### src/rtl/ahb_slave_ctrl.sv
// ahb_slave_ctrl
//   AHB-Lite slave transfer controller for the USB endpoint register and
//   data-buffer block. Captures the address phase, classifies each transfer
//   as legal/illegal and sequences the data phase (OKAY, buffer wait states,
//   or a two-cycle ERROR response). Emits one-cycle access strobes.
//
// Parameters
//   MAX_WAIT   consecutive buf_busy cycles tolerated before ERROR (1..255)
//
// Ports
//   clk, n_rst                 clock, asynchronous active-low reset
//   hsel, htrans, hwrite,      AHB address-phase inputs
//   haddr, hsize
//   buf_busy                   data buffer cannot service the access now
//   hready, hresp              HREADYOUT / HRESP
//   haddr_reg, hsize_reg,      registered address phase, to the decoder
//   hwrite_reg
//   data_phase                 current cycle is an OKAY-completing data phase
//   buf_read, buf_write        buffer pop / push strobes
//   reg_write                  write strobe for 0xC / 0xD
//   err_addr, err_sticky       only with AHB_SLAVE_ERR_CAPTURE_EN defined:
//                              address of the last ERROR and a sticky flag,
//                              cleared by a legal write to 0xD
module ahb_slave_ctrl #(
  parameter int unsigned MAX_WAIT = 15
) (
  input  logic       clk,
  input  logic       n_rst,
  input  logic       hsel,
  input  logic [1:0] htrans,
  input  logic       hwrite,
  input  logic [3:0] haddr,
  input  logic [1:0] hsize,
  input  logic       buf_busy,
  output logic       hready,
  output logic       hresp,
  output logic [3:0] haddr_reg,
  output logic [1:0] hsize_reg,
  output logic       hwrite_reg,
  output logic       data_phase,
  output logic       buf_read,
  output logic       buf_write,
  output logic       reg_write
`ifdef AHB_SLAVE_ERR_CAPTURE_EN
  ,
  output logic [3:0] err_addr,
  output logic       err_sticky
`endif
);

  typedef enum logic [2:0] {
    S_IDLE,
    S_DATA,
    S_BUF,
    S_ERR1,
    S_ERR2
  } state_t;

  state_t     state;
  logic [7:0] wait_cnt;
  logic       legal;
  logic       accept;
  logic       buf_wait;
  logic       buf_done;
  logic       timeout;

  // Legality of the transfer currently on the address-phase inputs.
  always_comb begin
    legal = 1'b0;
    if (hsize != 2'd3) begin
      if (haddr[3:2] == 2'b00) begin
        legal = (hsize == 2'd0) ||
                (hsize == 2'd1 && !haddr[0]) ||
                (hsize == 2'd2 && haddr[1:0] == 2'b00);
      end else if (haddr[3:2] == 2'b01) begin
        legal = !hwrite && ((hsize == 2'd0) || (hsize == 2'd1 && !haddr[0]));
      end else if (haddr == 4'h8) begin
        legal = !hwrite && (hsize == 2'd0);
      end else if (haddr == 4'hC || haddr == 4'hD) begin
        legal = (hsize == 2'd0);
      end
    end
  end

  // Buffer completion must be visible in the same cycle buf_busy drops,
  // so the BUF-state outputs combine the state register with buf_busy;
  // every other output is a pure decode of registered state.
  assign buf_wait   = (state == S_BUF) && buf_busy;
  assign buf_done   = (state == S_BUF) && !buf_busy;
  assign timeout    = buf_wait && (wait_cnt == 8'(MAX_WAIT - 1));

  assign hready     = !(buf_wait || state == S_ERR1);
  assign hresp      = (state == S_ERR1) || (state == S_ERR2);
  assign data_phase = (state == S_DATA) || buf_done;
  assign buf_read   = buf_done && !hwrite_reg;
  assign buf_write  = buf_done && hwrite_reg;
  assign reg_write  = (state == S_DATA) && hwrite_reg && (haddr_reg[3:1] == 3'b110);

  // NONSEQ (10) or SEQ (11) only.
  assign accept     = hsel && (htrans == 2'b10 || htrans == 2'b11) && hready;

  always_ff @(posedge clk or negedge n_rst) begin
    if (!n_rst) begin
      state      <= S_IDLE;
      wait_cnt   <= '0;
      haddr_reg  <= '0;
      hsize_reg  <= '0;
      hwrite_reg <= 1'b0;
    end else if (accept) begin
      haddr_reg  <= haddr;
      hsize_reg  <= hsize;
      hwrite_reg <= hwrite;
      wait_cnt   <= '0;
      if (!legal)
        state <= S_ERR1;
      else if (haddr[3:2] == 2'b00)
        state <= S_BUF;
      else
        state <= S_DATA;
    end else if (buf_wait) begin
      if (timeout) begin
        state    <= S_ERR1;
        wait_cnt <= '0;
      end else begin
        wait_cnt <= wait_cnt + 8'd1;
      end
    end else if (state == S_ERR1) begin
      state <= S_ERR2;
    end else begin
      // hready=1 with nothing accepted: data phase finished, bus idles.
      state    <= S_IDLE;
      wait_cnt <= '0;
    end
  end

`ifdef AHB_SLAVE_ERR_CAPTURE_EN
  // An illegal accept enters ERR1 on the same edge that loads haddr_reg,
  // so the address is taken from the bus rather than the stale register.
  // Entering ERR1 takes priority over a coincident clearing write.
  always_ff @(posedge clk or negedge n_rst) begin
    if (!n_rst) begin
      err_addr   <= '0;
      err_sticky <= 1'b0;
    end else if (accept && !legal) begin
      err_addr   <= haddr;
      err_sticky <= 1'b1;
    end else if (timeout) begin
      err_addr   <= haddr_reg;
      err_sticky <= 1'b1;
    end else if (reg_write && haddr_reg == 4'hD) begin
      err_sticky <= 1'b0;
    end
  end
`endif

endmodule

### config.mk
export PLATFORM = sky130hd
export DESIGN_NAME = ahb_slave_ctrl
export DESIGN_NICKNAME = d
export VERILOG_FILES = /design/src/rtl/ahb_slave_ctrl.sv
export SDC_FILE = /design/constraint.sdc
export NUM_CORES = 1
export LEC_CHECK = 0
export CAP_MARGIN = 10
export CORE_ASPECT_RATIO = 0.7
export CORE_MARGIN = 4
export CORE_UTILIZATION = 50
export DETAILED_ROUTE_END_ITERATION = 16
export PLACE_DENSITY = 0.82
export SETUP_SLACK_MARGIN = 0.15
export SLEW_MARGIN = 20
export SYNTH_ARGS = -nofsm -noshare
export SYNTH_HDL_FRONTEND = slang
export SYNTH_SLANG_ARGS = --single-unit
### constraint.sdc
create_clock -name clk -period 3.4 [get_ports clk]
set_clock_uncertainty 0.05 [all_clocks]
set_input_delay 0.68 -clock clk [delete_from_list [all_inputs] [get_ports clk]]
set_output_delay 0.68 -clock clk [all_outputs]
set_load 0.02 [all_outputs]
==> flow_summary.json, run 1 <==
{
  "hold_class": "reg -> reg",
  "worstReg2RegEnd": "hwrite_reg$_DFFE_PN0N_",
  "synth_edf_count": 0,
  "clk_latency_ns": 0.30,
  "timing.final.crit_share": 0.859,
  "clk_path_buf_depth": 2,
  "finalNonFillerCells": 145,
  "yosysTopAreaCell": "dfrtp_1",
  "critPathRequiredTime_ns": 2.67,
  "cp-startpoint": "buf_busy",
  "power_density_nw_per_um2": 436,
  "async_flop_share": 1.00,
  "syn_area_per_cell_um2": 10.3,
  "grt_pass1_vias": 810,
  "timing.setup.tns_ns": 0,
  "clk_pin_slew_worst_paths_ns": 0.10,
  "cp_max_fo": 5,
  "fin_nets": 139,
  "core_um2": 1870,
  "numCtsBuffers": 3,
  "grt_use_met1": 0.272,
  "grt_pass1_wl_um": 3910,
  "period_needed_ns": 2.92,
  "grt_start_max_net_pins": 19,
  "hold_viol": 0,
  "postCtsHoldBufs": 0,
  "critical_path_class": "in -> out",
  "first_pass_iters": 4,
  "ys_seq_elements": 18,
  "arrival_ns": 2.19,
  "ys.warnings.count": 0,
  "crit_path_end_kind": "primary output",
  "use_met3": 0.0629,
  "die_h_um": 45.1,
  "hpwl_um": 1850,
  "drv_slew": 0,
  "initial_core_util": 0.526,
  "syn-num-nets": 111,
  "largest_reg_flops": 8,
  "gp_congestion": 0.801,
  "grt_overflow": 0,
  "wire_per_inst_um": 17.1,
  "numPortBuffers": 24,
  "vias_per_cell": 5.99,
  "routed_wirelength_um": 2480,
  "syn_to_final_growth_pct": 30.4,
  "rsz0062_at_grt": "no",
  "remaining_drc_errors": 0,
  "cts_sinks": 18,
  "dr.first_iter.drc_count": 56,
  "vdd_drop_max_v": 0.000402,
  "drive_above_1_share": 0.138,
  "holdPathStages": 1,
  "p_leak_nw": 0.539,
  "use_met2": 0.310,
  "synth.most_common_cell": "dfrtp_1",
  "total_power_uw": 560,
  "die_area_um2": 2750,
  "rrSetupSlack_ns": 1.82,
  "yosys-top-cells-area": "dfrtp_1 46%, mux2_2 8.0%, nor2_1 3.8%, nand4bb_4 2.8%, a22o_1 2.7%",
  "cts_setup_buffers": 0,
  "ys.flop_type": "dfrtp_1",
  "r2r-start": "state[0]$_DFFE_PN0P_",
  "slew_headroom": 0.462,
  "row_count": 13,
  "grt_usage": 0.200,
  "syn_area_um2": 985,
  "boundaryPins": 26,
  "worst_pin_slew_ns": 0.805,
  "worst_setup_path_start_kind": "primary input",
  "antenna_cells": 0,
  "die_w_um": 61.0,
  "ys_types": 30,
  "netlist_top_cells_count": "18 x dfrtp_1, 10 x nor2_1, 7 x mux2_2",
  "finalSetupViolCount": 0,
  "min_to": "hsize_reg[0]$_DFFE_PN0N_",
  "yosysSeqAreaShare": 0.457,
  "timing.hold.ws_ns": 0.470,
  "htree_levels": 1,
  "antenna_found_initial": 0,
  "cap_violations": 0,
  "grt-busiest-layer": "met2",
  "filler_cell_count": 139,
  "rr_worst_depth": 3,
  "cts-root-buf": "clkbuf_4",
  "fmax_ghz": 0.342,
  "placedCellCount": 141,
  "fin_util": 0.686,
  "ant_nets": 0,
  "via_count": 869,
  "synth_top_area_share": 0.457,
  "cts_tree": "built",
  "post_cts_resized": 0,
  "worstHoldStart": "hsize_reg[0]$_DFFE_PN0N_",
  "synth_cells": 96,
  "status": "completed"
}
[metrics by stage]
step           cell area [µm²]  setup WS [ns]
4_1_cts                   1280          0.482
6_report                  1280          0.478
2_1_floorplan              985           1.28
3_3_place_gp              1250          0.514
3_5_place_dp              1250          0.486
5_1_grt                   1280          0.350
[final cells by class]
type | instances | area [µm²] | share of cell area
clock buffers | 4 | 36.3 | 0.0283
well taps | 22 | 27.5 | 0.0214
inverters | 5 | 18.8 | 0.0146
repair buffers | 24 | 240 | 0.187
flip-flops and latches | 18 | 450 | 0.351
multi-input cells | 72 | 510 | 0.398
[worst max-delay path, stage by stage]
cell and delay, ns:
clkdlybuf4s50_1 0.52, nor2_1 0.21, a21oi_1 0.09, nor2_1 0.09, clkdlybuf4s50_1 0.60
[where the power goes]
part           switching [mW]  internal (mW)  total, mW
clock network          0.0678         0.0654      0.133
registers              0.0222          0.237      0.259
logic                  0.0813         0.0866      0.168
total                   0.171          0.389      0.560
[cells by family after synthesis]
family / Yosys count / synth area share
buf+inv: 6 / 0.0241
flops: 18 / 0.457
simple gates: 36 / 0.220
fa+ha+maj: 2 / 0.0254
compound gates: 27 / 0.193
mux: 7 / 0.0801
[metal layers]
layer / part of all wire / routed length, µm
met1: 0.44 / 1090
met2: 0.49 / 1200
met3: 0.062 / 154
met4: 0.012 / 30
met5: 0 / 0
[layout by cell type, fill, tap and decap left out, types with 3 or more instances in the layout]
| cell | n |
|---|---|
| nand2_1 | 6 |
| clkdlybuf4s50_1 | 24 |
| a22o_1 | 3 |
| or3_1 | 3 |
| nand3_1 | 3 |
| a21oi_1 | 5 |
| a31oi_1 | 3 |
| clkbuf_4 | 3 |
| inv_1 | 5 |
| nor3_1 | 4 |
| nor2_1 | 10 |
| a21o_1 | 3 |
| o21ai_1 | 5 |
| dfrtp_1 | 18 |
| o21ai_0 | 3 |
| mux2_2 | 7 |
[worst max path at each step]
stage,endpoint
finish,data_phase
global route,data_phase
CTS,data_phase
detailed placement,data_phase
global placement,data_phase
floorplan,buf_read
(Power assumes the default switching activity.)
==> inputs of run 2 (changes only) <==
--- a/config.mk
+++ b/config.mk
@@ -9,6 +9,7 @@
 export CORE_ASPECT_RATIO = 0.7
 export CORE_MARGIN = 4
 export CORE_UTILIZATION = 50
+export CTS_BUF_LIST = sky130_fd_sc_hd__clkbuf_16
 export DETAILED_ROUTE_END_ITERATION = 16
 export PLACE_DENSITY = 0.82
 export SETUP_SLACK_MARGIN = 0.15
==> run 2 against run 1 <==
  * Die area unchanged
  * Clock power up 77%
  * Setup slack got worse by 0.0074 ns
  * Combinational power hardly changed
  * Hold slack worse by 0.014 ns
  * Highest routed layer unchanged
==> flow_summary.json, run 2 (synthesis gave the netlist of run 1 again) <==
{
  "row_count": 13,
  "grt_pass1_wl_um": 4190,
  "cts-root-buf": "clkbuf_16",
  "p_leak_nw": 0.556,
  "clk_pin_slew_worst_paths_ns": 0.05,
  "layout_commonest_cell": "clkdlybuf4s50_1",
  "critPathRequiredTime_ns": 2.67,
  "vias_per_cell": 6.01,
  "critical_path_class": "in -> out",
  "initial_core_util": 0.526,
  "first_pass_iters": 4,
  "via_count": 871,
  "wire_per_inst_um": 17.4,
  "antenna_cells": 0,
  "vdd_drop_max_v": 0.000407,
  "die_h_um": 45.1,
  "syn_to_final_growth_pct": 34.7,
  "grt_usage": 0.216,
  "status": "completed",
  "final_cell_mix": "24 x clkdlybuf4s50_1, 18 x dfrtp_1, 10 x nor2_1, 7 x mux2_2, 6 x nand2_1",
  "fin_util": 0.709,
  "timing.setup.tns_ns": 0,
  "drv_slew": 0,
  "timing.final.crit_share": 0.862,
  "cts_setup_buffers": 0,
  "clk_latency_ns": 0.25,
  "antenna_found_initial": 0,
  "remaining_drc_errors": 0,
  "arrival_ns": 2.20,
  "finalSetupViolCount": 0,
  "clk_path_buf_depth": 2,
  "boundaryPins": 26,
  "power_density_nw_per_um2": 501,
  "gp_congestion": 0.801,
  "multi_input_area_um2": 510,
  "numPortBuffers": 24,
  "filler_cell_count": 139,
  "cts_sinks": 18,
  "grt_pass1_vias": 851,
  "cp_max_fo": 5,
  "core_um2": 1870,
  "fin_nets": 139,
  "die_w_um": 61.0,
  "cap_violations": 0,
  "htree_levels": 1,
  "post_cts_resized": 0,
  "grt_overflow": 0,
  "hold_viol": 0,
  "post_dp_cell_area_um2": 1250,
  "ff_latch_area_um2": 450,
  "grt_start_max_net_pins": 19,
  "hold_class": "reg -> reg",
  "worst_setup_path_start_kind": "primary input",
  "crit_path_end_kind": "primary output",
  "slowest_delay_ns": 0.60,
  "slowest_stage": "clkdlybuf4s50_1",
  "dr.first_iter.drc_count": 55,
  "largest_reg_flops": 8,
  "crit_chain": "clkdlybuf4s50_1 > nor2_1 > a21oi_1 > nor2_1 > clkdlybuf4s50_1",
  "period_needed_ns": 2.93,
  "die_area_um2": 2750,
  "rsz0062_at_grt": "no",
  "drive_above_1_share": 0.130,
  "fmax_ghz": 0.341,
  "fin_area_um2": 1330,
  "cts_tree": "built",
  "ant_nets": 0,
  "numCtsBuffers": 3,
  "hpwl_um": 1850,
  "routed_wirelength_um": 2530,
  "postCtsHoldBufs": 0,
  "worst_pin_slew_ns": 0.786,
  "slew_headroom": 0.474
}
run 2: changes by cell type in the layout (fill, tap and decap cells not counted):
| cell | change |
|---|---|
| clkbuf_8 | -1 |
| clkbuf_16 | +3 |
| clkbuf_4 | -3 |
| clkinv_1 | +1 |
run 2: worst paths after layout:
check                                           endpoint  slack [ns]  depth (start not counted)                startpoint
max in group asynchronous       hsize_reg[0]$_DFFE_PN0N_        1.97                          1                     n_rst
worst max register to register    hwrite_reg$_DFFE_PN0N_        1.81                          3      state[0]$_DFFE_PN0P_
worst min-delay path            haddr_reg[0]$_DFFE_PN0N_        0.46                          1  haddr_reg[0]$_DFFE_PN0N_
worst min register to register  haddr_reg[0]$_DFFE_PN0N_        0.46                          1  haddr_reg[0]$_DFFE_PN0N_
min in group asynchronous        wait_cnt[6]$_DFFE_PN0P_        0.84                          1                     n_rst
worst max-delay path                          data_phase        0.47                          5                  buf_busy
run 2: area by class of cell:
| cell class | instances | share of cell area |
|---|---|---|
| tap | 22 | 0.0208 |
| timing repair buffer | 24 | 0.181 |
| inverter | 5 | 0.0142 |
| sequential | 18 | 0.340 |
| clock inverter | 1 | 0.00283 |
| clock buffer | 3 | 0.0566 |
| multi-input combinational | 72 | 0.385 |
run 2: per-stage QoR:
step | setup slack, ns | cells | total power, mW | hold WS (ns)
finish | 0.470 | 145 | 0.664 | 0.456
detailed placement | 0.486 | 141 | 0.430 | 0.450
floorplan | 1.28 | 96 | 0.347 | 0.334
CTS | 0.477 | 145 | 0.667 | 0.461
global route | 0.343 | 145 | 0.695 | 0.488
global placement | 0.514 | 141 | 0.425 | 0.439
run 2: routing by layer:
layer,global-route usage,share of wire,vias up
met3,0.0743,0.080,4
met2,0.340,0.49,42
met5,0,0,-
met4,0.0823,0.015,0
met1,0.274,0.41,412
li1,-,-,413
run 2: critical path, delay by kind of cell:
| family | cells | cell delay, ns |
|---|---|---|
| AO/OA/AOI/OAI | 1 | 0.09 |
| AND/OR/NAND/NOR | 2 | 0.30 |
| buffers and inverters | 2 | 1.12 |
run 2: report_power, final:
part,leakage (nW),internal [mW],total (mW),switching [mW]
clock network,0.0385,0.156,0.236,0.0800
registers,0.233,0.237,0.259,0.0220
logic,0.285,0.0866,0.169,0.0819
total,0.556,0.480,0.664,0.184
